**src/rtl/sub_pkg.sv**
```systemverilog
// Shared types and elaboration helpers for the serial subtractor.
package sub_pkg;

  typedef enum logic [1:0] {
    StIdle,
    StRun,
    StDone
  } sub_state_e;

  // Number of digit steps needed to cover a full operand.
  function automatic int unsigned calc_steps(input int unsigned width, input int unsigned digit);
    return width / digit;
  endfunction

endpackage

```
**src/rtl/digit_subtractor.sv**
```systemverilog
// Combinational DIGIT-bit ripple subtractor built from full-subtractor cells.
module digit_subtractor #(
  parameter int unsigned DIGIT = 4
) (
  input  logic [DIGIT-1:0] x,
  input  logic [DIGIT-1:0] y,
  input  logic             bin,
  output logic [DIGIT-1:0] d,
  output logic             bout
);

  // b[i] is the borrow into bit i; b[DIGIT] leaves the digit.
  logic [DIGIT:0] b;

  assign b[0] = bin;

  for (genvar i = 0; i < DIGIT; i++) begin : gen_cell
    assign d[i]   = x[i] ^ y[i] ^ b[i];
    assign b[i+1] = (~x[i] & y[i]) | (~(x[i] ^ y[i]) & b[i]);
  end

  assign bout = b[DIGIT];

endmodule

```
**src/rtl/serial_subtractor.sv**
```systemverilog
// Multi-cycle subtractor d = x - y - bin, DIGIT bits per clock, LSB digit first.
module serial_subtractor
  import sub_pkg::*;
#(
  parameter int unsigned WIDTH = 16,
  parameter int unsigned DIGIT = 4
) (
  input  logic             clk,
  input  logic             rst_n,
  input  logic             start,
  input  logic [WIDTH-1:0] x,
  input  logic [WIDTH-1:0] y,
  input  logic             bin,
  output logic             ready,
  output logic [WIDTH-1:0] d,
  output logic             bout,
  output logic             ovf,
  output logic             done
);

  localparam int unsigned STEPS = calc_steps(WIDTH, DIGIT);
  localparam int unsigned CntW  = $clog2(STEPS + 1);

  sub_state_e state_q, state_d;

  logic [WIDTH-1:0] x_q, x_d;
  logic [WIDTH-1:0] y_q, y_d;
  logic [WIDTH-1:0] acc_q, acc_d;
  logic [WIDTH-1:0] res_q, res_d;
  logic             borrow_q, borrow_d;
  logic             bout_q, bout_d;
  logic             ovf_q, ovf_d;
  logic [CntW-1:0]  cnt_q, cnt_d;

  logic [DIGIT-1:0] dig_diff;
  logic             dig_bout;
  logic [WIDTH-1:0] acc_shift;
  logic             accept;
  logic             last_step;

  digit_subtractor #(
    .DIGIT(DIGIT)
  ) u_digit (
    .x   (x_q[DIGIT-1:0]),
    .y   (y_q[DIGIT-1:0]),
    .bin (borrow_q),
    .d   (dig_diff),
    .bout(dig_bout)
  );

  assign accept    = (state_q == StIdle) && start;
  assign last_step = (state_q == StRun) && (cnt_q == CntW'(STEPS - 1));
  // New digit enters from the MSB side; oldest digit drifts toward bit 0.
  assign acc_shift = WIDTH'({dig_diff, acc_q} >> DIGIT);

  // State register.
  always_ff @(posedge clk or negedge rst_n) begin
    if (!rst_n) begin
      state_q <= StIdle;
    end else begin
      state_q <= state_d;
    end
  end

  // Next-state logic: start only matters in IDLE.
  always_comb begin
    state_d = state_q;
    unique case (state_q)
      StIdle:  if (start) state_d = StRun;
      StRun:   if (last_step) state_d = StDone;
      StDone:  state_d = StIdle;
      default: state_d = StIdle;
    endcase
  end

  // FSM-decoded outputs.
  always_comb begin
    ready = (state_q == StIdle);
    done  = (state_q == StDone);
  end

  // Datapath next-state: load on accept, shift one digit per RUN cycle.
  always_comb begin
    x_d      = x_q;
    y_d      = y_q;
    acc_d    = acc_q;
    res_d    = res_q;
    borrow_d = borrow_q;
    bout_d   = bout_q;
    ovf_d    = ovf_q;
    cnt_d    = cnt_q;
    if (accept) begin
      x_d      = x;
      y_d      = y;
      borrow_d = bin;
      cnt_d    = '0;
    end else if (state_q == StRun) begin
      x_d      = x_q >> DIGIT;
      y_d      = y_q >> DIGIT;
      acc_d    = acc_shift;
      borrow_d = dig_bout;
      cnt_d    = cnt_q + CntW'(1);
      if (last_step) begin
        // The top digit is still in the low end of the operand registers,
        // so its MSBs are the original operand sign bits.
        res_d  = acc_shift;
        bout_d = dig_bout;
        ovf_d  = (x_q[DIGIT-1] != y_q[DIGIT-1]) && (dig_diff[DIGIT-1] != x_q[DIGIT-1]);
      end
    end
  end

  // Datapath registers.
  always_ff @(posedge clk or negedge rst_n) begin
    if (!rst_n) begin
      x_q      <= '0;
      y_q      <= '0;
      acc_q    <= '0;
      res_q    <= '0;
      borrow_q <= 1'b0;
      bout_q   <= 1'b0;
      ovf_q    <= 1'b0;
      cnt_q    <= '0;
    end else begin
      x_q      <= x_d;
      y_q      <= y_d;
      acc_q    <= acc_d;
      res_q    <= res_d;
      borrow_q <= borrow_d;
      bout_q   <= bout_d;
      ovf_q    <= ovf_d;
      cnt_q    <= cnt_d;
    end
  end

  assign d    = res_q;
  assign bout = bout_q;
  assign ovf  = ovf_q;

endmodule

```
**config.mk**
```make
export PLATFORM = sky130hd
export DESIGN_NAME = serial_subtractor
export DESIGN_NICKNAME = d
export VERILOG_FILES = /design/src/rtl/sub_pkg.sv /design/src/rtl/digit_subtractor.sv /design/src/rtl/serial_subtractor.sv
export SDC_FILE = /design/constraint.sdc
export NUM_CORES = 1
export LEC_CHECK = 0
export BUFFER_PORTS_ARGS = -buffer_cell sky130_fd_sc_hd__buf_4
export CORE_ASPECT_RATIO = 1.25
export CORE_UTILIZATION = 39
export DETAILED_ROUTE_END_ITERATION = 6
export MAX_ROUTING_LAYER = met4
export PLACE_DENSITY = 0.6
export SYNTH_ARGS = -nofsm -noshare
export SYNTH_HDL_FRONTEND = slang
export SYNTH_SLANG_ARGS = --single-unit
export TNS_END_PERCENT = 50
```
**constraint.sdc**
```tcl
create_clock -name clk -period 5.3 [get_ports clk]
set_input_delay 0.795 -clock clk [delete_from_list [all_inputs] [get_ports clk]]
set_output_delay 0.795 -clock clk [all_outputs]
set_load 0.01 [all_outputs]
```
=== Word-level counts from Yosys, hierarchy flattened ===
Index checks and enable logic that the tools add are counted.

* Equal/unequal tests: 7
* Reductions and logical operators: 8
* $add $sub $neg: 1
* Muxes and demuxes: 11
* Bitwise gates (word level): 29

{| class="wikitable"
|+ Operators by type and width
! kind !! number
|-
| 16-bit 2-to-1 mux || 4
|-
| 1-bit inverter || 9
|-
| 1-bit AND || 8
|-
| 1-bit XOR || 8
|-
| 3-bit 2-to-1 mux || 2
|-
| 2-bit 2-to-1 mux || 2
|-
| 2-bit inequality test (second input constant) || 2
|-
| 1-bit bitwise OR || 4
|-
| 2-bit one-hot mux with 2 select lines || 1
|-
| 2-bit AND reduction || 2
|-
| 3-bit by 1-bit adder with 3-bit output (second input constant) || 1
|-
| 3-bit by 2-bit equality test with 1-bit output (second input constant) || 1
|-
| 1-bit logical AND || 3
|-
| 3-bit AND reduction || 1
|-
| 2-bit by 1-bit equality test with 1-bit output (second input constant) || 1
|-
| 2-bit equality test (second input constant) || 1
|-
| 2-bit zero test || 1
|-
| 1-bit 2-to-1 mux || 2
|-
| 1-bit inequality test || 2
|-
| 2-bit nonzero test || 1
|}

* Word-level logic and storage cells: 65
* Flip-flop bits (word level): 72
* Bits of input ports: 36
* Output and inout port bits: 20

=== Depth between registers and ports, before layout ===
Gate-level depths: netlist of run 1.

* Depth in word-level cells: 12
* Depth in mapped cells: 9
* Gate-level depth less buffers: 9

=== Cells and area by module ===
Synthesis of run 1 repeated with hierarchy kept, for this count alone.

* Cells, all modules: 274
* Area, all modules: 2939.1 um^2

{| class="wikitable"
|+ By module, submodules not included
! module !! cells each !! seq. area each (um^2) !! instances !! area each (um^2)
|-
| serial_subtractor || 260 || 1701.6 || 1 || 2821.5
|-
| digit_subtractor || 14 || 0.0 || 1 || 117.6
|}

=== Least setup slack after synthesis of run 1 ===
No wires, ideal clock.

* Path type: flip-flop to flip-flop
* Start: register borrow_q
* End: register res_q[15] (netlist: d[15])
* Stages on the path, launching flop included: 9
* Setup time: 128 ps
* Data required time: 5172 ps
* Arrival time: 2140 ps
* Path buffers: 0
* Path slack: 3032 ps
* Period minus slack after synthesis: 2268 ps
* Cells stage by stage: dfrtp_1 > inv_1 > fa_1 > inv_1 > fa_1 > fa_1 > inv_1 > fa_1 > mux2_1

* Longest elaborated chain between the ends: 7

{| class="wikitable"
|+ RTL lines
! item !! line !! text
|-
| start: declaration || serial_subtractor.sv:30 || <nowiki>logic borrow_q, borrow_d;</nowiki>
|-
| start signal: assignment || serial_subtractor.sv:129 || <nowiki>borrow_q <= borrow_d;</nowiki>
|-
| 1-bit AND || digit_subtractor.sv:19 || <nowiki>assign b[i+1] = (~x[i] & y[i]) | (~(x[i] ^ y[i]) & b[i]);</nowiki>
|-
| 1-bit bitwise OR || digit_subtractor.sv:19 ||
|-
| 1-bit AND || digit_subtractor.sv:19 ||
|-
| 1-bit bitwise OR || digit_subtractor.sv:19 ||
|-
| 1-bit AND || digit_subtractor.sv:19 ||
|-
| 1-bit bitwise OR || digit_subtractor.sv:19 ||
|-
| 1-bit XOR || digit_subtractor.sv:18 || <nowiki>assign d[i] = x[i] ^ y[i] ^ b[i];</nowiki>
|-
| named net dig_diff[3] || serial_subtractor.sv:35 || <nowiki>logic [DIGIT-1:0] dig_diff;</nowiki>
|-
| end signal: assignment || serial_subtractor.sv:128 || <nowiki>res_q <= res_d;</nowiki>
|-
| end: declaration || serial_subtractor.sv:29 || <nowiki>logic [WIDTH-1:0] res_q, res_d;</nowiki>
|}

The timed path passes the listed nets, and every way through them passes these cells.
A chain may end at the register's enable or synchronous reset.

=== Final worst setup path of run 1 ===
Ends and elaborated chain as after synthesis.

==> results of run 1 <==
[flip-flops by register name, indices dropped and copies added, names as in the netlist]
name      cells
bout          1
ovf           1
acc_q        12
x_q          16
d            16
state_q       2
y_q          16
cnt_q         3
borrow_q      1
[placed cells by master, fill, tap and decap left out]
cell type,count
sky130_fd_sc_hd__a221o_1,1
sky130_fd_sc_hd__nor2_1,2
sky130_fd_sc_hd__xnor2_1,1
sky130_fd_sc_hd__mux2_2,3
sky130_fd_sc_hd__nand2_1,88
sky130_fd_sc_hd__o21bai_1,2
sky130_fd_sc_hd__nor2b_2,1
sky130_fd_sc_hd__mux2i_1,16
sky130_fd_sc_hd__nor2b_1,1
sky130_fd_sc_hd__o31ai_1,1
sky130_fd_sc_hd__dfrtp_1,68
sky130_fd_sc_hd__o22ai_1,1
sky130_fd_sc_hd__inv_1,10
sky130_fd_sc_hd__buf_4,56
sky130_fd_sc_hd__clkbuf_8,12
sky130_fd_sc_hd__fa_1,4
sky130_fd_sc_hd__nand3b_4,1
sky130_fd_sc_hd__clkinv_2,1
sky130_fd_sc_hd__mux2_1,11
sky130_fd_sc_hd__nor3b_4,1
sky130_fd_sc_hd__a22oi_1,8
sky130_fd_sc_hd__nand2b_2,1
sky130_fd_sc_hd__o21ai_1,25
sky130_fd_sc_hd__ha_1,3
sky130_fd_sc_hd__o21ai_0,6
sky130_fd_sc_hd__clkbuf_1,3
[kinds of logic after synthesis]
| group | share of synthesized area (%) |
|---|---|
| XOR/XNOR | 0.297 |
| buffers and inverters | 5.35 |
| adder cells (fa/ha/maj) | 3.99 |
| AO/OA/AOI/OAI | 8.62 |
| AND/OR/NAND/NOR | 13.2 |
| multiplexers | 10.8 |
| flip-flops | 57.7 |
[synthesized netlist by cell type (all sizes together)]
master / n / area, um^2
a221o: 1 / 10.0
a22oi: 8 / 60.1
buf: 17 / 120
dfrtp: 68 / 1700
fa: 4 / 80.1
ha: 3 / 37.5
inv: 10 / 37.5
mux2: 14 / 158
mux2i: 16 / 160
nand2: 88 / 330
nand2b: 1 / 6.26
nand3b: 1 / 20.0
nor2: 2 / 7.51
nor2b: 2 / 12.5
nor3b: 1 / 12.5
o21ai: 31 / 155
o21bai: 2 / 15.0
o22ai: 1 / 6.26
o31ai: 1 / 7.51
xnor2: 1 / 8.76
[power by group through the flow]
stage          Sequential [W]  Combinational (W)  Clock (W)
2_1_floorplan        0.000900           0.000630          0
6_report             0.000902           0.000845   0.000389
3_3_place_gp         0.000906           0.000834          0
3_5_place_dp         0.000915           0.000861          0
5_1_grt              0.000934           0.000980   0.000420
4_1_cts              0.000905           0.000866   0.000401
[metal layers]
layer	vias to the layer above	track usage, %	part of all wire [%]	wire [um]
met1	972	20.4	47	2560
met3	10	3.03	4.2	230
met5	-	-	0	0
li1	991	-	-	-
met4	0	7.01	1.9	104
met2	60	24.7	47	2560
[stage by stage]
stage / setup WS (ns) / hold WS, ns / instances / total power, W
floorplan: 3.03 / 0.439 / 272 / 0.00153
global placement: 2.74 / 0.451 / 403 / 0.00174
detailed placement: 2.67 / 0.458 / 403 / 0.00178
CTS: 2.88 / 0.475 / 419 / 0.00217
global route: 2.76 / 0.499 / 419 / 0.00234
finish: 2.91 / 0.476 / 419 / 0.00214
[worst max path at each step]
stage | to | slack [ns] | cells past startpoint | start
after floorplan | d[15]$_DFFE_PN0P_ | 3.03 | 8 | borrow_q$_DFFE_PN0P_
after global placement | x_q[0]$_DFFE_PN0P_ | 2.74 | 5 | start
after detailed placement | y_q[3]$_DFFE_PN0P_ | 2.67 | 5 | start
after CTS | ovf$_DFFE_PN0P_ | 2.88 | 9 | borrow_q$_DFFE_PN0P_
after global routing | ovf$_DFFE_PN0P_ | 2.76 | 9 | borrow_q$_DFFE_PN0P_
final | d[15]$_DFFE_PN0P_ | 2.91 | 8 | borrow_q$_DFFE_PN0P_
[final cells by class]
class                      count  share of cell area [%]
clock buffer                  15                    4.96
clock inverter                 1                   0.141
inverter                      10                    1.06
multi-input combinational    177                    30.9
sequential                    68                    47.9
tap                           92                    3.24
timing repair buffer          56                    11.8
[worst register-to-register path, stage by stage (launching register included)]
cell,delay (ns)
sky130_fd_sc_hd__dfrtp_1,0.39
sky130_fd_sc_hd__inv_1,0.09
sky130_fd_sc_hd__fa_1,0.18
sky130_fd_sc_hd__inv_1,0.05
sky130_fd_sc_hd__fa_1,0.37
sky130_fd_sc_hd__fa_1,0.36
sky130_fd_sc_hd__inv_1,0.08
sky130_fd_sc_hd__fa_1,0.46
sky130_fd_sc_hd__mux2_1,0.30
==> flow_metrics.env, run 1 <==
export IMPL_finish_net_count=365
export IMPL_number_of_placed_i_o_pins=56
export IMPL_antenna_violations_before_repair=0
export IMPL_cp_num_buf_inv=3
export IMPL_power_switching_share_pct=36.5
export IMPL_seqPwrFrac_pct=42.2
export IMPL_crit_family="adder cells"
export IMPL_fmax_mhz=418
export IMPL_pint_w=0.00136
export IMPL_h_tree_depth=3
export IMPL_worstReg2RegStart="borrow_q$_DFFE_PN0P_"
export IMPL_finalMaxSlewViolations=0
export IMPL_cp_slowest_stage_delay_ns=0.46
export IMPL_clock_tree_root_cell="sky130_fd_sc_hd__clkbuf_8"
export IMPL_vdd_ir_drop_max_mv=0.210
export IMPL_core_area_um2=7360
export IMPL_hp_class="flip-flop to flip-flop"
export IMPL_detailedRoute_firstIterationViolations=84
export IMPL_power_frac_comb_pct=39.6
export IMPL_viasPerCell=4.85
export IMPL_post_synth_num_cell_types=25
export IMPL_fraction_of_the_cycle_the_final_worst_path_needs_pct=45.2
export IMPL_worstSkewPairLatency_ns=0.33
export IMPL_violations="design-rule violations"
export IMPL_totalWireLength_um=5460
export IMPL_min_period_ns=2.39
export IMPL_drt_drc_violations_left=2
export IMPL_final_setup_viol_count=0
export IMPL_finClkSkew_ns=0.00511
export IMPL_status="finished, violations left"
export IMPL_number_of_buffers_added_by_the_clock_tree_synthesis_step=9
export IMPL_setup_worst_path_start_class="flip-flop"
export IMPL_synth_ff_latch_count=68
export IMPL_first_pass_iters=6
export IMPL_r2r_slack_ns=2.91
export IMPL_cts_sinks=68
export IMPL_sort_of_element_at_the_end_of_the_critical_path="flip-flop"
export IMPL_hold_path_startpoint="acc_q[7]$_DFFE_PN0P_"
export IMPL_fp_row_count=35
export IMPL_post_cts_hold_buffer_count=0
export IMPL_cap_viol_max_count=0
export IMPL_synthesized_area_per_cell_um2=10.8
export IMPL_hold_path_cell_count=2
export IMPL_actual_slew_at_the_worst_max_slew_pin_ns=1.20
export IMPL_grt_pass1_vias=1944
export IMPL_worst_path_max_fanout=3
export IMPL_grt_pass1_wl_um=9340
export IMPL_dpl_hpwl_um=3550
export IMPL_finalHoldViolations=0
export IMPL_timing_critical_path_mode_cell="sky130_fd_sc_hd__fa_1"
export IMPL_multi_input_comb_area_um2=1100
export IMPL_cpMaxStageDelayCell="sky130_fd_sc_hd__fa_1"
export IMPL_cell_chain_of_the_critical_path="inv_1, fa_1, inv_1, fa_1, fa_1, inv_1, fa_1, mux2_1"
export IMPL_maxSlewHeadroom_pct=19.7
export IMPL_static_leakage_nw=1.77
export IMPL_post_synth_inst_count=272
export IMPL_clock_power_share_pct=18.2
export IMPL_syn_to_final_growth_pct=20.6
export IMPL_die_footprint_um2=7910
export IMPL_cts_setup_buffers=0
export IMPL_fp_dieW_um=79.7
export IMPL_power_switching_w=0.000780
export IMPL_grt_remaining_overflow=0
export IMPL_fin_setup_tns_ns=0
export IMPL_reg2regPathDepth=8
export IMPL_final_seq_area_um2=1700
export IMPL_dieHeight_um=99.2
export IMPL_ys_warn_count=0
export IMPL_postLayoutCoreUtil_pct=48.3
export IMPL_post_route_cell_area_um2=3550
export IMPL_placedInstanceArea_um2=3370
export IMPL_layout_drive_gt1_share_pct=23.2
export IMPL_detail_route_wl_per_cell_um=13.0
export IMPL_whs_endpoint="acc_q[7]$_DFFE_PN0P_"
export IMPL_number_of_inserted_diodes=0
export IMPL_worstReg2RegEnd="d[15]$_DFFE_PN0P_"
export IMPL_synth_area_um2=2950
export IMPL_grt_total_usage_pct=16.0
export IMPL_yosysSeqAreaShare_pct=57.7
export IMPL_n_fill_cell=698
export IMPL_tritoncts="yes"
export IMPL_grt_setup_unrepaired="false"
export IMPL_gpl_final_weighted_congestion=0.710
export IMPL_cts_clk_slew_worst_paths_ns=0.07
export IMPL_cts_buffer_depth=2
export IMPL_port_buffer_count=55
export IMPL_mappedNetlistNets=315
export IMPL_antenna_left=0
export IMPL_crit_arrival_ns=2.61
export IMPL_cellPowerDensity_nw_per_um2=601
export IMPL_post_cts_resized=0
export IMPL_worst_endpoint_required_ns=5.51
export IMPL_detailroute_via_count=2033
export IMPL_initial_utilization_pct=40.1
export IMPL_setup_worst_path_class="flip-flop to flip-flop"
export IMPL_pin_count_of_the_biggest_net_entering_global_routing=69
No activity file was read; power rests on OpenSTA's default activity.
==> run 2, diff against run 1 <==
==> constraint.sdc (replaced) <==
create_clock -name clk -period 2.25 [get_ports clk]
set_input_delay 0.3375 -clock clk [delete_from_list [all_inputs] [get_ports clk]]
set_output_delay 0.3375 -clock clk [all_outputs]
set_load 0.01 [all_outputs]
==> flow_metrics.env, run 2 (synthesized netlist as in run 1, its figures left out) <==
export IMPL_detailedRoute_firstIterationViolations=83
export IMPL_crit_arrival_ns=2.51
export IMPL_number_of_placed_i_o_pins=56
export IMPL_n_fill_cell=711
export IMPL_setup_worst_path_start_class="flip-flop"
export IMPL_worst_endpoint_required_ns=2.49
export IMPL_sort_of_element_at_the_end_of_the_critical_path="flip-flop"
export IMPL_fp_row_count=35
export IMPL_antenna_violations_before_repair=0
export IMPL_vdd_ir_drop_max_mv=0.513
export IMPL_cpMaxStageDelayCell="sky130_fd_sc_hd__fa_1"
export IMPL_post_cts_hold_buffer_count=0
export IMPL_core_area_um2=7360
export IMPL_finClkSkew_ns=0.00584
export IMPL_fmax_mhz=440
export IMPL_number_of_buffers_added_by_the_clock_tree_synthesis_step=9
export IMPL_final_seq_area_um2=1700
export IMPL_cell_chain_of_the_critical_path="inv_2, fa_1, inv_1, fa_2, fa_2, inv_2, fa_1, xnor2_1, o31ai_1"
export IMPL_cellPowerDensity_nw_per_um2=1440
export IMPL_grt_remaining_overflow=0
export IMPL_initial_utilization_pct=40.1
export IMPL_grt_total_usage_pct=16.5
export IMPL_finalHoldViolations=0
export IMPL_pin_count_of_the_biggest_net_entering_global_routing=69
export IMPL_dpl_hpwl_um=3620
export IMPL_dieHeight_um=99.2
export IMPL_grt_pass1_vias=1944
export IMPL_post_route_worst_setup_slack_ns=-0.0230
export IMPL_totalWireLength_um=5450
export IMPL_fin_setup_tns_ns=-0.0230
export IMPL_setup_worst_path_class="flip-flop to flip-flop"
export IMPL_cap_viol_max_count=0
export IMPL_grt_pass1_wl_um=9470
export IMPL_port_buffer_count=55
export IMPL_h_tree_depth=3
export IMPL_layout_drive_gt1_share_pct=26.7
export IMPL_finalMaxSlewViolations=0
export IMPL_cts_buffer_depth=2
export IMPL_cts_clk_slew_worst_paths_ns=0.07
export IMPL_worst_path_max_fanout=3
export IMPL_violations="negative setup slack"
export IMPL_fraction_of_the_cycle_the_final_worst_path_needs_pct=101
export IMPL_cp_slowest_stage_delay_ns=0.43
export IMPL_die_footprint_um2=7910
export IMPL_min_period_ns=2.27
export IMPL_grt_setup_unrepaired="true"
export IMPL_layout_cells_most_common="sky130_fd_sc_hd__nand2_1"
export IMPL_reg2regPathDepth=9
export IMPL_clock_tree_root_cell="sky130_fd_sc_hd__clkbuf_8"
export IMPL_tritoncts="yes"
export IMPL_fp_dieW_um=79.7
export IMPL_first_pass_iters=6
export IMPL_final_setup_viol_count=1
export IMPL_cts_sinks=68
export IMPL_gpl_final_weighted_congestion=0.679
export IMPL_finish_net_count=372
export IMPL_static_leakage_nw=1.81
export IMPL_antenna_left=0
export IMPL_multi_input_comb_area_um2=1100
export IMPL_worstSkewPairLatency_ns=0.34
export IMPL_mostFrequentLayoutCells="sky130_fd_sc_hd__nand2_1, sky130_fd_sc_hd__dfrtp_1, sky130_fd_sc_hd__buf_4, sky130_fd_sc_hd__o21ai_1, sky130_fd_sc_hd__mux2i_1"
export IMPL_hp_class="input pin to asynchronous set/reset pin"
export IMPL_syn_to_final_growth_pct=23.2
export IMPL_detail_route_wl_per_cell_um=12.8
export IMPL_maxSlewHeadroom_pct=43.2
export IMPL_viasPerCell=4.76
export IMPL_fin_total_pwr_w=0.00522
export IMPL_drt_drc_violations_left=0
export IMPL_status="finished, violations left"
export IMPL_detailroute_via_count=2023
export IMPL_actual_slew_at_the_worst_max_slew_pin_ns=0.851
export IMPL_number_of_inserted_diodes=0
## run 2: changes by cell type in the layout (fill, tap and decap cells not counted), sizes merged
| cell | before | now |
|---|---|---|
| clkbuf | 15 | 14 |
| buf | 56 | 63 |
## run 2: layout make-up
type / count / share of cell area (%)
clock buffer: 14 / 5.03
clock inverter: 1 / 0.138
inverter: 10 / 1.03
multi-input combinational: 177 / 30.4
sequential: 68 / 46.9
tap: 92 / 3.17
timing repair buffer: 63 / 13.4
## run 2: what timing repair did
action | in CTS | in global routing
cloned | 0 | 0
pin swaps | 3 | 3
setup buffers | 1 | 0
resized for setup | 3 | 1
endpoints found under the setup margin | 2 | 3
## run 2: where the power goes
part / total [W] / internal (W) / leakage, nW / switching (W)
combinational: 0.00216 / 0.00105 / 0.853 / 0.00111
clock: 0.000940 / 0.000514 / 0.0986 / 0.000426
sequential: 0.00212 / 0.00178 / 0.856 / 0.000338
total: 0.00522 / 0.00335 / 1.81 / 0.00187
## run 2: worst max-delay path, delay by kind of cell, from the launching register on
family / cells / cell delay [ns]
flops: 1 / 0.39
xor+xnor: 1 / 0.15
buf+inv: 3 / 0.18
compound gates: 1 / 0.19
fa+ha+maj: 4 / 1.26
## run 2: routing by layer
metal	part of all wire, %	vias to the layer above	GRT usage [%]
met5	0	-	-
li1	-	1009	-
met3	4.8	8	4.68
met2	47	55	23.5
met1	47	951	21.6
met4	1.5	0	7.83
## run 2: final timing paths
path / from / to / slack [ns]
worst max-delay path: borrow_q$_DFFE_PN0P_ / ovf$_DFFE_PN0P_ / -0.02
worst min-delay path: rst_n / d[2]$_DFFE_PN0P_ / 0.1
worst max register to register: borrow_q$_DFFE_PN0P_ / ovf$_DFFE_PN0P_ / -0.02
max in group asynchronous: rst_n / y_q[2]$_DFFE_PN0P_ / 1.59
min in group clk: x[11] / x_q[11]$_DFFE_PN0P_ / 0.21
worst min register to register: acc_q[5]$_DFFE_PN0P_ / acc_q[5]$_DFFE_PN0P_ / 0.47
## run 2: per-stage QoR
| step | cells | hold WS (ns) | cell area (um^2) | utilization, % | setup WS, ns |
|---|---|---|---|---|---|
| detailed placement | 409 | 0.460 | 3430 | 46.7 | -0.122 |
| finish | 425 | 0.0983 | 3630 | 49.4 | -0.0230 |
| global route | 425 | 0.168 | 3630 | 49.4 | -0.122 |
| global placement | 409 | 0.455 | 3430 | 46.7 | -0.0399 |
| floorplan | 272 | 0.0419 | 2950 | - | 0.0285 |
| CTS | 425 | 0.130 | 3630 | 49.4 | -0.116 |
